`src/rtl/gate_selftest_seq_if.sv`:
```
// Handshake and result bundle between the gate self-test sequencer and its host/datapath.
// The master side is the sequencer; the slave side is the host plus the gate datapath.
interface gate_selftest_seq_if;
   logic       start;
   logic       abort;
   logic       dut_a;
   logic       dut_b;
   logic [6:0] dut_res;
   logic       busy;
   logic       done;
   logic       aborted;
   logic       pass;
   logic [6:0] fail_mask;
   logic [1:0] first_fail_vec;

   modport master (
      input  start, abort, dut_res,
      output dut_a, dut_b, busy, done, aborted, pass, fail_mask, first_fail_vec
   );

   modport slave (
      output start, abort, dut_res,
      input  dut_a, dut_b, busy, done, aborted, pass, fail_mask, first_fail_vec
   );
endinterface

```
`src/rtl/gate_selftest_seq.sv`:
```
// Exhaustive 2-input self-test of a 7-gate datapath: walks {a,b} through 00..11,
// holds each vector SETTLE_CYCLES cycles, then compares the results against the ideal gates.
//
// state   | meaning
// S_IDLE  | waiting for start; operands driven 0
// S_APPLY | driving vector idx_q, settling for SETTLE_CYCLES cycles
// S_CHECK | one-cycle compare of dut_res against expected gates
// S_DONE  | one-cycle done pulse with final pass verdict
module gate_selftest_seq #(
   parameter int unsigned SETTLE_CYCLES = 1
) (
   input logic                  clk,
   input logic                  rst,
   gate_selftest_seq_if.master  bus
);

   typedef enum logic [1:0] {S_IDLE, S_APPLY, S_CHECK, S_DONE} state_t;

   localparam logic [3:0] SETTLE_LAST = 4'(SETTLE_CYCLES - 1);

   state_t     state_q, state_d;
   logic [1:0] idx_q, idx_d;
   logic [3:0] cnt_q, cnt_d;
   logic [6:0] mask_q, mask_d;
   logic [1:0] ffv_q, ffv_d;
   logic       pass_q, pass_d;
   logic       aborted_q, aborted_d;

   logic       op_a, op_b;
   logic [6:0] exp_res;
   logic [6:0] mism;

   assign op_a = idx_q[1];
   assign op_b = idx_q[0];
   assign exp_res = {~(op_a ^ op_b), op_a ^ op_b, ~(op_a | op_b), ~(op_a & op_b),
                     ~op_a, op_a | op_b, op_a & op_b};
   assign mism = bus.dut_res ^ exp_res;

   always_ff @(posedge clk) begin
      if (rst) begin
         state_q   <= S_IDLE;
         idx_q     <= 2'd0;
         cnt_q     <= 4'd0;
         mask_q    <= 7'd0;
         ffv_q     <= 2'd0;
         pass_q    <= 1'b0;
         aborted_q <= 1'b0;
      end else begin
         state_q   <= state_d;
         idx_q     <= idx_d;
         cnt_q     <= cnt_d;
         mask_q    <= mask_d;
         ffv_q     <= ffv_d;
         pass_q    <= pass_d;
         aborted_q <= aborted_d;
      end
   end

   always_comb begin
      state_d   = state_q;
      idx_d     = idx_q;
      cnt_d     = cnt_q;
      mask_d    = mask_q;
      ffv_d     = ffv_q;
      pass_d    = pass_q;
      aborted_d = 1'b0;
      case (state_q)
         S_IDLE: begin
            if (bus.start) begin
               state_d = S_APPLY;
               idx_d   = 2'd0;
               cnt_d   = 4'd0;
               mask_d  = 7'd0;
               ffv_d   = 2'd0;
               pass_d  = 1'b0;
            end
         end
         S_APPLY: begin
            if (bus.abort) begin
               state_d   = S_IDLE;
               aborted_d = 1'b1;
               pass_d    = 1'b0;
            end else if (cnt_q == SETTLE_LAST) begin
               state_d = S_CHECK;
            end else begin
               cnt_d = cnt_q + 4'd1;
            end
         end
         S_CHECK: begin
            // abort discards this compare so the recorded failures reflect completed checks only
            if (bus.abort) begin
               state_d   = S_IDLE;
               aborted_d = 1'b1;
               pass_d    = 1'b0;
            end else begin
               mask_d = mask_q | mism;
               if ((mism != 7'd0) && (mask_q == 7'd0)) ffv_d = idx_q;
               if (idx_q == 2'd3) begin
                  state_d = S_DONE;
                  pass_d  = ((mask_q | mism) == 7'd0);
               end else begin
                  state_d = S_APPLY;
                  idx_d   = idx_q + 2'd1;
                  cnt_d   = 4'd0;
               end
            end
         end
         S_DONE: begin
            state_d = S_IDLE;
            if (bus.abort) begin
               aborted_d = 1'b1;
               pass_d    = 1'b0;
            end
         end
         default: state_d = S_IDLE;
      endcase
   end

   logic drive_vec;
   assign drive_vec = (state_q == S_APPLY) || (state_q == S_CHECK);

   assign bus.dut_a          = drive_vec & op_a;
   assign bus.dut_b          = drive_vec & op_b;
   assign bus.busy           = (state_q != S_IDLE);
   assign bus.done           = (state_q == S_DONE);
   assign bus.aborted        = aborted_q;
   assign bus.pass           = pass_q;
   assign bus.fail_mask      = mask_q;
   assign bus.first_fail_vec = ffv_q;

endmodule
```
`src/flat_wrapper.sv`:
```
// flat-port wrapper written by rule: the top's interface ports become plain ports
module gate_selftest_seq_flat 
#(
   parameter int unsigned SETTLE_CYCLES = 1
)
  (clk, rst, bus_start, bus_abort, bus_dut_res, bus_dut_a, bus_dut_b, bus_busy, bus_done, bus_aborted, bus_pass, bus_fail_mask, bus_first_fail_vec);
  gate_selftest_seq_if bus_i ();
  input logic clk;
  input logic rst;
  input wire logic [$bits(bus_i.start)-1:0] bus_start;
  input wire logic [$bits(bus_i.abort)-1:0] bus_abort;
  input wire logic [$bits(bus_i.dut_res)-1:0] bus_dut_res;
  output wire logic [$bits(bus_i.dut_a)-1:0] bus_dut_a;
  output wire logic [$bits(bus_i.dut_b)-1:0] bus_dut_b;
  output wire logic [$bits(bus_i.busy)-1:0] bus_busy;
  output wire logic [$bits(bus_i.done)-1:0] bus_done;
  output wire logic [$bits(bus_i.aborted)-1:0] bus_aborted;
  output wire logic [$bits(bus_i.pass)-1:0] bus_pass;
  output wire logic [$bits(bus_i.fail_mask)-1:0] bus_fail_mask;
  output wire logic [$bits(bus_i.first_fail_vec)-1:0] bus_first_fail_vec;
  assign bus_i.start = bus_start;
  assign bus_i.abort = bus_abort;
  assign bus_i.dut_res = bus_dut_res;
  assign bus_dut_a = bus_i.dut_a;
  assign bus_dut_b = bus_i.dut_b;
  assign bus_busy = bus_i.busy;
  assign bus_done = bus_i.done;
  assign bus_aborted = bus_i.aborted;
  assign bus_pass = bus_i.pass;
  assign bus_fail_mask = bus_i.fail_mask;
  assign bus_first_fail_vec = bus_i.first_fail_vec;
  gate_selftest_seq #(.SETTLE_CYCLES(SETTLE_CYCLES)) u_core (.clk(clk), .rst(rst), .bus(bus_i));
endmodule
```
`config.mk`:
```
export PLATFORM = sky130hd
export DESIGN_NAME = gate_selftest_seq_flat
export DESIGN_NICKNAME = d
export VERILOG_FILES = /design/src/rtl/gate_selftest_seq_if.sv /design/src/rtl/gate_selftest_seq.sv /design/src/flat_wrapper.sv
export SDC_FILE = /design/constraint.sdc
export NUM_CORES = 1
export LEC_CHECK = 0
export ABC_AREA = 0
export BUFFER_PORTS_ARGS = -buffer_cell sky130_fd_sc_hd__buf_4
export CORE_UTILIZATION = 47
export DETAILED_ROUTE_END_ITERATION = 6
export GPL_TIMING_DRIVEN = 0
export PLACE_DENSITY = 0.74
export SYNTH_ARGS = -nofsm -noshare
export SYNTH_HDL_FRONTEND = slang
export SYNTH_SLANG_ARGS = --single-unit
```
`constraint.sdc`:
```
create_clock -name clk -period 1.8 [get_ports clk]
set_input_delay 0.27 -clock clk [delete_from_list [all_inputs] [get_ports clk]]
set_output_delay 0.27 -clock clk [all_outputs]
set_load 0.1 [all_outputs]
```
# Word level (Yosys, flattened, before mapping)

Index checks and enable logic that the tools add are counted.

Register bits: 19
Word-level logic and storage cells: 81

$add $sub $neg: 2
Equal/unequal tests: 13
Muxes and demuxes: 28
Bitwise logic cells: 12
Reductions and logical operators: 19

Operators by type and width:

| kind                                                             | count |
|---|---|
| 2-bit 2-to-1 mux                                                 | 10 |
| 4-bit 2-to-1 mux                                                 | 5 |
| 7-bit logical NOT                                                | 2 |
| 7-bit 2-to-1 mux                                                 | 2 |
| 7-bit case mux with 2 select lines                               | 1 |
| 4-bit case mux with 3 select lines                               | 1 |
| 2-bit != test (second input constant)                            | 5 |
| 2-bit case mux with 2 select lines                               | 2 |
| 2-bit case mux with 4 select lines                               | 1 |
| 4-bit AND reduction                                              | 2 |
| 7-bit bitwise OR                                                 | 1 |
| 7-bit nonzero test                                               | 1 |
| 7-bit XOR                                                        | 1 |
| 2-bit equality test (second input constant)                      | 3 |
| 3-bit by 2-bit != test with 1-bit output (second input constant) | 2 |
| 3-bit AND reduction                                              | 2 |
| 6-bit AND reduction                                              | 1 |
| 1-bit 2-to-1 mux                                                 | 5 |
| 1-bit NOT                                                        | 5 |
| 4-bit by 1-bit adder with 4-bit output (second input constant)   | 1 |
| 4-bit logical NOT                                                | 1 |
| 2-bit by 1-bit != test with 1-bit output (second input constant) | 2 |
| 2-bit nonzero test                                               | 2 |
| 2-bit OR reduction                                               | 2 |
| 12 further kinds                                                 | 14 |

# Depth between registers and ports, before layout

Gate-level depths: netlist of run 1.

Depth after elaboration: 8
Gate-level depth with buffers: 8
Gate-level depth less buffers: 7

# Worst setup path after synthesis of run 1

Ideal clock, no wire load.

Path type: reg2reg
Start: register u_core.mask_q[4] (netlist: u_core.bus.fail_mask[4])
End: register u_core.ffv_q[0] (netlist: u_core.bus.first_fail_vec[0])
Arrival: 1,802 ps
Required time: 1,671 ps
Slack: -131 ps
Stages on the path, launching flop included: 6
Path buffers: 0
Path through: dfxtp_1 or4_4 nor4_4 o21ai_1 a21oi_1 o32ai_1

Longest elaborated chain between the ends: 4

Ends and longest elaborated chain:

| element                                            | RTL line                | text |
|---|---|---|
| start, declared                                    | gate_selftest_seq.sv:24 | `logic [6:0] mask_q, mask_d;` |
| start signal, assigned                             | gate_selftest_seq.sv:52 | `mask_q <= mask_d;` |
| 7-bit logical NOT                                  | gate_selftest_seq.sv:97 | `if ((mism != 7'd0) && (mask_q == 7'd0)) ffv_d = idx_q;` |
| 1-bit logical AND                                  | gate_selftest_seq.sv:97 |  |
| 2-bit by 1-bit != test with 1-bit output (no line) | n/a                     |  |
| 4-bit AND reduction (no line)                      | n/a                     |  |
| end signal, assigned                               | gate_selftest_seq.sv:53 | `ffv_q <= ffv_d;` |
| end, declared                                      | gate_selftest_seq.sv:25 | `logic [1:0] ffv_q, ffv_d;` |

Every way passes these cells.
A chain may end at the register's enable or synchronous reset.

# Final worst setup path of run 1

Start: register u_core.idx_q[1]
End: register u_core.ffv_q[0] (netlist: u_core.bus.first_fail_vec[0])

Longest elaborated chain between the ends: 7

Ends and longest elaborated chain:

| element                                              | RTL line                                         | text |
|---|---|---|
| start, declared                                      | gate_selftest_seq.sv:22                          | `logic [1:0] idx_q, idx_d;` |
| start signal, assigned                               | gate_selftest_seq.sv:50                          | `idx_q <= idx_d;` |
| 1-bit bitwise AND, or another cell as far along      | gate_selftest_seq.sv:35, gate_selftest_seq.sv:36 |  |
| 1-bit NOT                                            | gate_selftest_seq.sv:35                          | `assign exp_res = {~(op_a ^ op_b), op_a ^ op_b, ~(op_a \| op_b), ~(op_a & op_b),` |
| 7-bit XOR *                                          | gate_selftest_seq.sv:37                          | `assign mism = bus.dut_res ^ exp_res;` |
| 7-bit nonzero test *                                 | gate_selftest_seq.sv:97                          |  |
| 1-bit logical AND *                                  | gate_selftest_seq.sv:97                          |  |
| 2-bit by 1-bit != test with 1-bit output (no line) * | n/a                                              |  |
| 4-bit AND reduction (no line) *                      | n/a                                              |  |

Every way passes the cells marked *; elsewhere a longest branch is shown, timed or not.

==> results of run 1 <==
-- metal layers --
| metal | share of wire | GRT usage |
|---|---|---|
| met5 | 0 | 0 |
| met4 | 0.012 | 0.07207 |
| met3 | 0.045 | 0.03869 |
| met2 | 0.49 | 0.3860 |
| met1 | 0.45 | 0.2669 |
-- final cells by class --
| cell class | instances | area (sq um) | area share |
|---|---|---|---|
| plain buffers | 3 | 18.77 | 0.01278 |
| clock buffers | 4 | 26.28 | 0.01789 |
| inverters | 9 | 33.78 | 0.02300 |
| multi-input cells | 101 | 747.0 | 0.5085 |
| flip-flops and latches | 19 | 390.4 | 0.2658 |
| well taps | 28 | 35.03 | 0.02385 |
| repair buffers | 29 | 217.7 | 0.1482 |
-- metrics by stage --
stage / hold WS (ns) / cells / setup TNS, ns / setup slack (ns) / cell area (sq um)
6_report: 0.2629 / 193 / 0 / 0.02803 / 1469
5_1_grt: 0.2573 / 193 / -0.003703 / -0.002247 / 1469
4_1_cts: 0.2656 / 190 / 0 / 0.01085 / 1425
3_5_place_dp: 0.4715 / 185 / -0.9812 / -0.2224 / 1361
3_3_place_gp: 0.4554 / 185 / -0.6437 / -0.1737 / 1361
2_1_floorplan: 0.4409 / 133 / 0 / 0.07405 / 1146
-- flip-flops by register name, summed over array words and instances (netlist names) --
name / count
u_core.bus.pass: 1
u_core.bus.fail_mask: 7
u_core.bus.aborted: 1
u_core.bus.first_fail_vec: 2
u_core.cnt_q: 4
u_core.state_q: 2
u_core.idx_q: 2
-- power by group --
part           internal (mW)  total (mW)  switching, mW
Sequential             0.426       0.430        0.00358
Combinational         0.0785       0.205          0.127
Clock                 0.0862       0.218          0.131
Total                  0.591       0.852          0.261
-- cell usage after synthesis, types with 3 or more instances --
cell type	count	share of area
ha_1	10	0.11
inv_1	9	0.030
o21ai_0	3	0.013
nand2_1	7	0.023
a21oi_1	9	0.040
xnor2_1	4	0.031
mux2i_1	3	0.026
dfxtp_1	19	0.33
nand2b_1	4	0.022
nor2_1	22	0.073
xor2_1	3	0.023
a22oi_1	9	0.059
-- timing repair --
item / 4_1_cts / 5_1_grt
setup buffers: 1 / 4
pin swaps: 2 / 3
gates resized for setup: 7 / 6
endpoints found under the setup margin: 8 / 14
-- kinds of logic (layout without fill, tap and decap cells) --
group | after synthesis | after routing | synth area share
multiplexers | 3 | 3 | 0.02637
flip-flops | 19 | 19 | 0.3341
XOR/XNOR | 7 | 7 | 0.05385
buffers and inverters | 13 | 45 | 0.05054
AND/OR/NAND/NOR | 53 | 53 | 0.2671
AO/OA/AOI/OAI | 28 | 28 | 0.1582
adder cells (fa/ha/maj) | 10 | 10 | 0.1099
-- path summary, 6_finish.rpt --
path	startpoint	end	cells past startpoint
max reg2reg	u_core.idx_q[1]	u_core.bus.first_fail_vec[0]	7
min	bus_abort	u_core.bus.aborted	2
min reg2reg	u_core.cnt_q[3]	u_core.cnt_q[3]	2
max	u_core.idx_q[1]	u_core.bus.first_fail_vec[0]	7
==> impl_metrics.tcl, run 1 <==
set metrics [dict create \
    coreArea_sq_um 2255 \
    cp_top_family "simple AND/OR/NAND/NOR gates" \
    cts_sinks 19 \
    ys_types 38 \
    vias 1059 \
    synthArstFlopShare 0 \
    peakVddDrop_v 0.0006089 \
    finalHoldViolCount 0 \
    mostFrequentLayoutCell "buf_4" \
    area_growth_pct 29.01 \
    synth_seq_area_share 0.3341 \
    synth_top_flop_cell "dfxtp_1" \
    cts_hold_buf 0 \
    place_hpwl_microns 1977 \
    gp_congestion 0.7786 \
    synth_edf_count 0 \
    critPathKind "reg2reg" \
    setup.worst_path.end_class "flip-flop" \
    drcViolationCount 0 \
    skew_ns 0.005414 \
    p_leak_nw 0.6345 \
    worstMarginPinSlew_ns 0.4630 \
    placementRows 17 \
    worstPathMaxFanout 6 \
    die_w_microns 51.22 \
    die_h_microns 51.22 \
    n_fill_cell 203 \
    drt-initial-drc-count 27 \
    powerDensity_nw_per_um2 580.2 \
    grt_use_total 0.2190 \
    nets 187 \
    maxCapViolCount 0 \
    num_io_pins 26 \
    cts-buffers-inserted 3 \
    syn_area_sq_um 1139 \
    status "finished, final reports clean" \
    final_core_util 0.6515 \
    path_cells "inv_1 > ha_4 > and3b_1 > a21oi_1 > nor4b_2 > nand3b_1 > o32ai_1" \
    min_period_ns 1.772 \
    syn_inst 133 \
    drive_above_1_share 0.3152 \
    synth.avg_cell_area_sq_um 8.561 \
    r2r_slack_ns 0.03 \
    crit_buf_inv 1 \
    arrival_ns 1.95 \
    grt_pass1_wl_microns 4312 \
    die_area_sq_um 2623 \
    layout_common_cells "29 x buf_4, 22 x nor2_1, 11 x dfxtp_1, 9 x inv_1, 9 x a22oi_1" \
    min_path_type "in2reg" \
    slew_headroom 0.6913 \
    fmax_mhz 564.3 \
    finalMaxSlewViolations 0 \
    fin_crit_sh 0.9844 \
    antenna_found_initial 0 \
    firstDrtPassIters 4 \
    clk_pin_slew_ns 0.11 \
    cts_tree "done" \
    start_util 0.5050 \
    wl_microns 2551 \
    overflow 0 \
    yosys_warnings 0 \
    synth-seq-cells 19 \
    cts_max_path_buffers 2 \
    synth_nets 154 \
    cts-htree-levels 1 \
    vias_per_cell 5.487 \
    critPathSlowestCell "dfxtp_2" \
    port_buffers 24 \
    cpPeakStageDelay_ns 0.40 \
    timing.final.setup_violations 0 \
    wire_per_inst_microns 13.22 \
    cts_root_buf "clkbuf_4" \
    worst_ep_required_time_ns 1.98 \
    total_power_mw 0.8523 \
    postRouteAntennaNets 0 \
    critPathLaunchType "flip-flop" \
    clk-insertion-delay-late_ns 0.30 \
    grt_max_degree 11 \
    n_antenna_cell 0 \
    grt_pass1_vias 991 \
]
(Power assumes the default switching activity.)
==> run 2: changes to the inputs <==
ABC_AREA = 1   (was 0)
CORE_UTILIZATION = 49   (was 47)
PLACE_DENSITY = 0.75   (was 0.74)
==> run 2 against run 1 <==
Net effect:
- global-route usage is 0.68 points lower
- clock power is 3% higher
- non-clock buffer count shrank 5
- register-to-register slack better by 0.12 ns
- synthesized cell count is 35% higher
- die area is 7.0% higher
- first-iteration DRC count is 48% lower
- count of clock-buffer cells in the layout unchanged
- design area is 6.3% higher
- final cell count up 24%
==> impl_metrics.tcl, run 2 <==
set metrics [dict create \
    clk-insertion-delay-late_ns 0.30 \
    min_period_ns 1.722 \
    grt_pass1_wl_microns 4374 \
    cts_tree "done" \
    timing.final.setup_violations 0 \
    gp_congestion 0.8066 \
    maxCapViolCount 0 \
    min_path_type "in2reg" \
    coreArea_sq_um 2477 \
    vias_per_cell 5.013 \
    fmax_mhz 580.6 \
    fin_crit_sh 0.9568 \
    synth_seq_area_share 0.2986 \
    place_hpwl_microns 2217 \
    antenna_found_initial 0 \
    worstPathMaxFanout 4 \
    n_antenna_cell 0 \
    vias 1198 \
    area_growth_pct 22.59 \
    clk_pin_slew_ns 0.12 \
    cpPeakStageDelay_ns 0.37 \
    synth.avg_cell_area_sq_um 7.076 \
    port_buffers 25 \
    pre_cts_slack_ns 0.05120 \
    muxShareOfSynthArea 0 \
    crit_top_cell "inv_1" \
    status "finished, final reports clean" \
    cts_root_buf "clkbuf_4" \
    skew_ns 0.007664 \
    arrival_ns 1.45 \
    ys_types 28 \
    cts_max_path_buffers 2 \
    cts-htree-levels 1 \
    crit_buf_inv 3 \
    wire_per_inst_microns 11.32 \
    synth_top_area_frac 0.2986 \
    synth_nets 201 \
    dp.cells 235 \
    yosys.area.top_type "dfxtp_1" \
    placementRows 18 \
    synthSimpleGateAreaFrac 0.3389 \
    yosys_warnings 0 \
    tns_ns 0 \
    nets 231 \
    cts_sinks 19 \
    cp_top_family "flip-flops" \
    p_leak_nw 0.8071 \
    synth_edf_count 0 \
    synthTopCellsByArea "dfxtp_1 30%, nand2_1 11%, ha_1 9.8%" \
    total_power_mw 1.767 \
    mostFrequentLayoutCell "nand2_1" \
    firstDrtPassIters 4 \
    critPathSlowestCell "dfxtp_2" \
    path_cells "inv_1 > ha_1 > nand2_1 > inv_1 > buf_6" \
    synth-seq-cells 19 \
    cts_setup_buffers 0 \
    die_h_microns 52.99 \
    synth.most_common_cell "nand2_1" \
    layout_common_cells "39 x nand2_1, 27 x inv_1, 23 x buf_4, 19 x a21oi_1, 15 x dfxtp_1" \
    hold_ws_ns 0.1627 \
    final_cell_count_no_fill 239 \
    largest_reg_flops 7 \
    grt_max_degree 11 \
    wl_microns 2705 \
    worst_ep_required_time_ns 1.53 \
    drt-initial-drc-count 14 \
    peakVddDrop_v 0.0007472 \
    powerDensity_nw_per_um2 1132 \
    ys_top_cells_by_count "39 x nand2_1, 27 x inv_1, 19 x a21oi_1, 19 x dfxtp_1, 13 x nor2_1" \
    setup.worst_path.end_class "primary output" \
    postRouteAntennaNets 0 \
    worstMarginPinSlew_ns 0.4932 \
    drcViolationCount 0 \
    synth_top_family_by_area "simple AND/OR/NAND/NOR gates" \
    grt_use_total 0.2122 \
    overflow 0 \
    synth_top_flop_cell "dfxtp_1" \
    synth_fa_ha_area_frac 0.09823 \
    grt_pass1_vias 1037 \
    synthArstFlopShare 0 \
    synth_compound_area_frac 0.1473 \
    cts_hold_buf 0 \
    die_area_sq_um 2807 \
    finalHoldViolCount 0 \
    syn_inst 180 \
    syn_area_sq_um 1274 \
    start_util 0.5141 \
    finalMaxSlewViolations 0 \
    synth_xor_xnor_area_share 0.006876 \
    die_w_microns 52.99 \
    critPathKind "reg2out" \
    fin_ws_ns 0.07777 \
    critPathLaunchType "flip-flop" \
    drive_above_1_share 0.2823 \
    num_io_pins 26 \
    rsz0062_at_grt "false" \
    slew_headroom 0.6712 \
    cts-buffers-inserted 3 \
]
==> run 2: cell count changes in the layout (fill, tap and decap cells not counted), sizes merged, moves of 5 or more <==
cell,before,now
a21oi,9,21
a22oi,9,0
inv,9,32
nand2,7,50
nand3,1,6
nor2,22,13
nor3,3,12
==> run 2: worst paths after layout <==
kind                startpoint         endpoint  slack, ns  cells past startpoint
min                        rst  u_core.idx_q[1]       0.16                      2
max          u_core.state_q[0]        bus_dut_a       0.08                      5
min reg2reg    u_core.cnt_q[2]  u_core.cnt_q[2]       0.51                      2
max reg2reg  u_core.state_q[0]  u_core.cnt_q[3]       0.15                     11
==> run 2: per-stage QoR <==
stage | instance area (sq um) | utilization
2_1_floorplan | 1276 | -
3_3_place_gp | 1501 | 0.6061
3_5_place_dp | 1501 | 0.6061
4_1_cts | 1535 | 0.6197
5_1_grt | 1562 | 0.6303
6_report | 1562 | 0.6303
==> run 2: logic make-up after synthesis <==
| kind of cell | after synthesis |
|---|---|
| AOI/OAI and AO/OA | 31 |
| xor gates and xnor gates | 1 |
| adders and majority gates | 10 |
| buffers and inverters | 35 |
| DFF | 19 |
| and+or+nand+nor | 84 |
==> run 2: cell type report <==
class | count | area, sq um
plain buffers | 2 | 15.01
repair buffers | 25 | 203.9
clock buffers | 4 | 26.28
flip-flops and latches | 19 | 385.4
well taps | 30 | 37.54
multi-input cells | 126 | 768.2
inverters | 33 | 125.1
fillers | 230 | 915.9
==> run 2: what timing repair did <==
action | 4_1_cts | 5_1_grt
endpoints found under the setup margin | 2 | 5
endpoints found under the hold margin | 0 | 0
resized for setup | 2 | 7
gates cloned | 0 | 0
==> run 2: power breakdown <==
part / internal, mW / switching [mW]
Combinational: 0.315 / 0.702
Clock: 0.0864 / 0.138
Sequential: 0.480 / 0.0453
Total: 0.881 / 0.886
==> run 2: routing by layer <==
layer  vias to the layer above  wire length [microns]  global-route usage
li1                        634                      -                   -
met1                       535                   1281              0.2651
met2                        25                   1305              0.3776
met3                         4                     91             0.02874
met4                         0                     27             0.05263
met5                         -                      0                   0
